===== src/rtl/mic_steer_controller.sv =====
// Mic front-end sequencer: settle, sample the phase comparator over fixed windows,
// majority-vote into a steering decision with deadband, and track tone loss.
module mic_steer_controller #(
    parameter int SETTLE_CYCLES = 1000,
    parameter int SAMPLE_PERIOD = 50,
    parameter int NUM_SAMPLES   = 64,
    parameter int MARGIN        = 8,
    parameter int LOST_WINDOWS  = 4
) (
    input  logic CLK,
    input  logic RST_N,
    input  logic Enable,
    input  logic Direction,
    input  logic RightMic,
    input  logic LeftMic,
    output logic MicEnable,
    output logic TurnLeft,
    output logic TurnRight,
    output logic Centered,
    output logic DecisionValid,
    output logic SignalLost
);

    localparam int SW = $clog2(SETTLE_CYCLES + 1);
    localparam int PW = $clog2(SAMPLE_PERIOD + 1);
    localparam int NW = $clog2(NUM_SAMPLES + 1);
    localparam int LW = $clog2(LOST_WINDOWS + 1);
    localparam int HI = NUM_SAMPLES / 2 + MARGIN;
    localparam int LO = NUM_SAMPLES / 2 - MARGIN;

    typedef enum logic [1:0] {IDLE, SETTLE, SAMPLE, DECIDE} state_t;

    state_t state, state_nxt;

    logic [1:0]    dir_sync;
    logic [2:0]    rm_sync, lm_sync;
    logic [SW-1:0] settle_cnt;
    logic [PW-1:0] per_cnt;
    logic [NW-1:0] samp_cnt, rcount;
    logic [LW-1:0] lost_cnt, lost_nxt;
    logic          rise_r, rise_l;
    logic          dir_s, rm_rise, lm_rise;
    logic          settle_done, sample_tick, last_sample, win_active;

    // Third stage of the mic synchronisers doubles as the edge-detect history.
    always_ff @(posedge CLK or negedge RST_N) begin
        if (!RST_N) begin
            dir_sync <= '0;
            rm_sync  <= '0;
            lm_sync  <= '0;
        end else begin
            dir_sync <= {dir_sync[0], Direction};
            rm_sync  <= {rm_sync[1:0], RightMic};
            lm_sync  <= {lm_sync[1:0], LeftMic};
        end
    end

    assign dir_s       = dir_sync[1];
    assign rm_rise     = rm_sync[1] & ~rm_sync[2];
    assign lm_rise     = lm_sync[1] & ~lm_sync[2];
    assign settle_done = (settle_cnt == SW'(SETTLE_CYCLES - 1));
    assign sample_tick = (per_cnt == PW'(SAMPLE_PERIOD - 1));
    assign last_sample = (samp_cnt == NW'(NUM_SAMPLES - 1));
    assign win_active  = rise_r & rise_l;
    assign lost_nxt    = (lost_cnt == LW'(LOST_WINDOWS)) ? lost_cnt : lost_cnt + 1'b1;

    always_ff @(posedge CLK or negedge RST_N) begin
        if (!RST_N) state <= IDLE;
        else        state <= state_nxt;
    end

    always_comb begin
        state_nxt = state;
        MicEnable = (state != IDLE);
        case (state)
            IDLE:    if (Enable) state_nxt = SETTLE;
            SETTLE:  if (!Enable) state_nxt = IDLE;
                     else if (settle_done) state_nxt = SAMPLE;
            SAMPLE:  if (!Enable) state_nxt = IDLE;
                     else if (sample_tick && last_sample) state_nxt = DECIDE;
            DECIDE:  state_nxt = Enable ? SAMPLE : IDLE;
            default: state_nxt = IDLE;
        endcase
    end

    always_ff @(posedge CLK or negedge RST_N) begin
        if (!RST_N) begin
            settle_cnt    <= '0;
            per_cnt       <= '0;
            samp_cnt      <= '0;
            rcount        <= '0;
            lost_cnt      <= '0;
            rise_r        <= 1'b0;
            rise_l        <= 1'b0;
            TurnLeft      <= 1'b0;
            TurnRight     <= 1'b0;
            Centered      <= 1'b0;
            DecisionValid <= 1'b0;
            SignalLost    <= 1'b0;
        end else begin
            DecisionValid <= 1'b0;
            if (state != IDLE && !Enable) begin
                // Abort: partial window and steering history are discarded.
                settle_cnt <= '0;
                per_cnt    <= '0;
                samp_cnt   <= '0;
                rcount     <= '0;
                lost_cnt   <= '0;
                rise_r     <= 1'b0;
                rise_l     <= 1'b0;
                TurnLeft   <= 1'b0;
                TurnRight  <= 1'b0;
                Centered   <= 1'b0;
                SignalLost <= 1'b0;
            end else begin
                case (state)
                    IDLE: settle_cnt <= '0;
                    SETTLE: begin
                        settle_cnt <= settle_done ? '0 : settle_cnt + 1'b1;
                        if (settle_done) begin
                            per_cnt  <= '0;
                            samp_cnt <= '0;
                            rcount   <= '0;
                            rise_r   <= 1'b0;
                            rise_l   <= 1'b0;
                        end
                    end
                    SAMPLE: begin
                        per_cnt <= sample_tick ? '0 : per_cnt + 1'b1;
                        if (sample_tick) begin
                            samp_cnt <= samp_cnt + 1'b1;
                            rcount   <= rcount + NW'(dir_s);
                        end
                        rise_r <= rise_r | rm_rise;
                        rise_l <= rise_l | lm_rise;
                    end
                    DECIDE: begin
                        per_cnt  <= '0;
                        samp_cnt <= '0;
                        rcount   <= '0;
                        rise_r   <= 1'b0;
                        rise_l   <= 1'b0;
                        if (win_active) begin
                            lost_cnt      <= '0;
                            SignalLost    <= 1'b0;
                            TurnRight     <= (int'(rcount) > HI);
                            TurnLeft      <= (int'(rcount) < LO);
                            Centered      <= (int'(rcount) <= HI) && (int'(rcount) >= LO);
                            DecisionValid <= 1'b1;
                        end else begin
                            // Silent window: hold steering until the loss threshold.
                            lost_cnt <= lost_nxt;
                            if (lost_nxt == LW'(LOST_WINDOWS)) begin
                                SignalLost <= 1'b1;
                                TurnLeft   <= 1'b0;
                                TurnRight  <= 1'b0;
                                Centered   <= 1'b0;
                            end
                        end
                    end
                    default: ;
                endcase
            end
        end
    end

endmodule


===== config.mk =====
export PLATFORM = sky130hd
export DESIGN_NAME = mic_steer_controller
export DESIGN_NICKNAME = d
export VERILOG_FILES = /design/src/rtl/mic_steer_controller.sv
export SDC_FILE = /design/constraint.sdc
export NUM_CORES = 1
export LEC_CHECK = 0
export CORE_UTILIZATION = 26
export CTS_CLUSTER_DIAMETER = 200
export CTS_CLUSTER_SIZE = 40
export DETAILED_ROUTE_END_ITERATION = 7
export GPL_ROUTABILITY_DRIVEN = 0
export PLACE_DENSITY_LB_ADDON = 0.05
export SKIP_CTS_REPAIR_TIMING = 1
export SLEW_MARGIN = 10
export SYNTH_ARGS = -nofsm -noshare
export SYNTH_HDL_FRONTEND = slang
export SYNTH_SLANG_ARGS = --single-unit

===== constraint.sdc =====
create_clock -name CLK -period 2.7 [get_ports CLK]
set_clock_uncertainty 0.1 [all_clocks]
set_input_delay 0.27 -clock CLK [delete_from_list [all_inputs] [get_ports CLK]]
set_output_delay 0.27 -clock CLK [all_outputs]
set_load 0.05 [all_outputs]

==> run summary <==
The flow ran to the end, but the final reports show violations. The final reports fail on hold timing. The number of pins exceeding their max-slew limit in the final report was 0. Number of global-route vias before repair: 1877. In this run the critical register-to-register path is captured at Centered.

The count of nets after finishing came out at 272. Setup repair after global routing left no endpoint under its margin. The total net switching power was 542.7 uW.

The share of total power consumed by net switching works out to 32.46%. The tools report the net count after synthesis as 256. For this run, the total global-route usage over all layers was measured as 12.81%. The run gives 3.984 mm as the detailed-placement wirelength estimate.

For the cell count after synthesis, the log shows 242. The combined area of all synthesized cells was 2467 sq um; the number of sinks driven by the clock tree was 50. TritonCTS created 5 clock buffers.

For the maximum resistive drop on vdd, the log shows 0.2199 mV. The die covers 9883 sq um. For the final worst-path setup slack, the log shows 313.3 ps. The tools report the global-route wire length before repair as 9.880 mm. TritonCTS built the clock tree. Maximum clock path buffer count: 2.

Number of max-cap violations: 0. The number of enable flip-flop cells after synthesis works out to 0. The total power per unit cell area works out to 595.0 nW/um^2. After detailed routing, the number of remaining DRC violations is 0. The internal cell power is 1.129 mW, and the count of TritonRoute iterations in the first routing pass is 4. Entering global routing, the biggest net connects 51 pins.

The smallest clock period supported by the final layout is computed as 2387 ps. The die span in x is 99.42 microns, and the I/O pin total is 12. The worst-path maximum fanout came out at 16.

The area added between synthesis and finish works out to 13.89%. The run gives 51.9% as the sequential group share of total power. The element type at the critical path start was a register.

The capture point of the worst path is MicEnable. Summing the sequential cell areas from Yosys gives 50.71% of the chip area. In this run, synthesis produced a sequential element count of 50.

The region available for standard cell placement spans 9196 sq um. The number of antenna diodes in the final layout is 0. For the worst-skew pair, the clock arrives at the later sink with an insertion delay of 300 ps. Adding up every negative setup slack in the final design gives 0 ps. The average cell area after synthesis is 10.20 sq um. In this run the remaining antenna-violating nets after routing total 0. The initial core utilization was 26.83%; the die span in y was 99.42 microns. For this run, the leading register cell type out of synthesis is sky130_fd_sc_hd__dfrtp_1. The cell at the root of the clock tree is sky130_fd_sc_hd__clkbuf_8. The detailed router finished its first iteration with 79 violations.

After global routing the overflow that remains totals 0. Number of hold violations in the final report: 37. The final layout contains routed wiring with a total length of 5.896 mm. CTS built an H-tree with a depth of 2. The critical path starts at state[0]. Maximum clock frequency: 419.0 MHz. The number of antenna violations at the first check in global routing was 0; the fraction of layout instances using a drive strength above 1 was 10.04%. After detailed routing, the number of vias per cell comes to 4.859. Yosys printed 0 warnings. For the post-placement cell area, the log shows 2715 sq um.

The distinct cell type count of the synthesized netlist was 48. The start-to-end type of the worst setup path is reg2out. In the final routed layout, each cell accounts on average for 15.94 microns.

The tightest min-delay check is of the in2async type. The worst register-to-register path begins at lost_cnt[0]. For the finished layout cell area, the log shows 2810 sq um. The data required time of the worst path is 2330 ps. The quantity of I/O buffers inserted on ports was 11. The clock network is responsible for 28.2% of the overall power. For the pin with the worst max-slew slack, the measured transition is 675.7 ps. The worst pin sits at a relative slew slack of 54.95%. For this run, the number of standard cells in the final layout without fillers is 370.

Prior to clock tree synthesis, the placed netlist has a worst setup slack of 322.2 ps. The number of cell rows was 35. Setup violations remaining at the end of the flow were counted as 0. Dividing the final minimum period by the clock period gives 88.40%.

The share of total power dissipated in combinational logic is 19.9%. For the worst flop-to-flop path, the logic depth is 6. The slack of the worst reg-to-reg path was 510 ps. The clock transition at the registers of the reported paths is 100 ps. The logs give 2020 ps for the data arrival time of the critical path and 1798 for the routed via count.

The number of placed instances, taps included, is 362. The worst hold slack across all endpoints was -34.03 ps. The share of synthesized registers carrying an async set or reset was 100.0%; the leakage dissipation was 1.184 nW. Type of element capturing the critical path: an output pin.
==> power by group through the flow <==
stage               registers [mW]  clock network [mW]  logic [mW]
floorplan                    0.869                   0       0.222
global placement             0.884                   0       0.342
detailed placement           0.882                   0       0.336
CTS                          0.868               0.497       0.338
global route                 0.878               0.526       0.370
finish                       0.868               0.471       0.333
==> final cells by class <==
type	count	area, sq um
inverters	7	26.28
clock buffers	6	82.58
flip-flops and latches	50	1251
fillers	976	6386
repair buffers	17	150.1
multi-input cells	177	1149
clock inverters	2	12.51
well taps	111	138.9
==> layer usage <==
metal,routed length [microns],GRT usage [%],up-vias
met1,3155,18.65,865
met2,2600,19.66,16
met5,0,0,-
li1,-,-,913
met3,110,2.319,4
met4,29,3.054,0
==> worst min path at each step <==
stage | start | end | depth (start not counted)
after floorplan | RST_N | Centered | 0
after global placement | lm_sync[0] | lm_sync[1] | 0
after detailed placement | lm_sync[0] | lm_sync[1] | 0
after CTS | RST_N | rise_r | 2
after global routing | RST_N | samp_cnt[0] | 2
final | RST_N | samp_cnt[0] | 2
==> critical path, stage by stage (launching register included) <==
cell,delay (ps)
sky130_fd_sc_hd__dfrtp_1,680
sky130_fd_sc_hd__or2_2,230
sky130_fd_sc_hd__clkdlybuf4s50_1,800
==> per-stage QoR <==
| step | total power [mW] | hold slack (ps) | utilization, % |
|---|---|---|---|
| after floorplan | 1.090 | -125.6 | - |
| after global placement | 1.225 | 232.2 | 29.52 |
| after detailed placement | 1.219 | 235.8 | 29.52 |
| after CTS | 1.704 | -0.7344 | 30.56 |
| after global routing | 1.774 | 31.52 | 30.56 |
| final | 1.672 | -34.03 | 30.56 |
==> state kept, by name, summed over array words and instances (netlist names) <==
signal         flops
DecisionValid      1
rm_sync            3
samp_cnt           7
state              2
TurnLeft           1
rise_l             1
per_cnt            6
lm_sync            3
SignalLost         1
TurnRight          1
Centered           1
dir_sync           2
lost_cnt           3
rise_r             1
settle_cnt        10
rcount             7
==> cell families (layout without fill, tap and decap cells) <==
kind of cell	count (synthesis)	after routing	synth area share, %
AOI/OAI and AO/OA	61	61	17.55
xor gates and xnor gates	8	8	2.839
adders and majority gates	8	8	4.057
buffers and inverters	15	32	2.739
DFF	50	50	50.71
muxes	3	3	1.318
and+or+nand+nor	97	97	20.79
==> cell usage in the layout (no fill, tap or decap), types with 6 or more instances in the layout <==
| master | n |
|---|---|
| sky130_fd_sc_hd__nand2_1 | 23 |
| sky130_fd_sc_hd__o21ai_0 | 15 |
| sky130_fd_sc_hd__a22o_1 | 6 |
| sky130_fd_sc_hd__nor2_1 | 19 |
| sky130_fd_sc_hd__buf_4 | 6 |
| sky130_fd_sc_hd__ha_1 | 8 |
| sky130_fd_sc_hd__and3_1 | 7 |
| sky130_fd_sc_hd__clkbuf_8 | 6 |
| sky130_fd_sc_hd__a31oi_1 | 8 |
| sky130_fd_sc_hd__nand3_1 | 12 |
| sky130_fd_sc_hd__dfrtp_1 | 50 |
| sky130_fd_sc_hd__a21oi_1 | 11 |
| sky130_fd_sc_hd__inv_1 | 7 |
| sky130_fd_sc_hd__clkdlybuf4s50_1 | 10 |
==> synth_stat cells (3+ instances only) <==
cell                      instances  area (sq um)
sky130_fd_sc_hd__a21oi_1         11         55.05
sky130_fd_sc_hd__a22o_1           6         52.55
sky130_fd_sc_hd__a31oi_1          8         50.05
sky130_fd_sc_hd__and2_1           3         18.77
sky130_fd_sc_hd__and3_1           7         43.79
sky130_fd_sc_hd__buf_2            6         30.03
sky130_fd_sc_hd__dfrtp_1         50          1251
sky130_fd_sc_hd__ha_1             8         100.1
sky130_fd_sc_hd__inv_1            7         26.28
sky130_fd_sc_hd__nand2_1         23         86.33
sky130_fd_sc_hd__nand3_1         12         60.06
sky130_fd_sc_hd__nand4_1          4         25.02
sky130_fd_sc_hd__nor2_1          19         71.32
sky130_fd_sc_hd__nor2b_1          4         25.02
sky130_fd_sc_hd__nor3_1           4         20.02
sky130_fd_sc_hd__nor4_1           4         25.02
sky130_fd_sc_hd__o21ai_0         15         75.07
sky130_fd_sc_hd__o31ai_1          4         30.03
sky130_fd_sc_hd__or3_1            4         25.02
sky130_fd_sc_hd__xnor2_1          4         35.03
sky130_fd_sc_hd__xor2_1           4         35.03
Note: power is estimated with default switching activity, not from simulation.
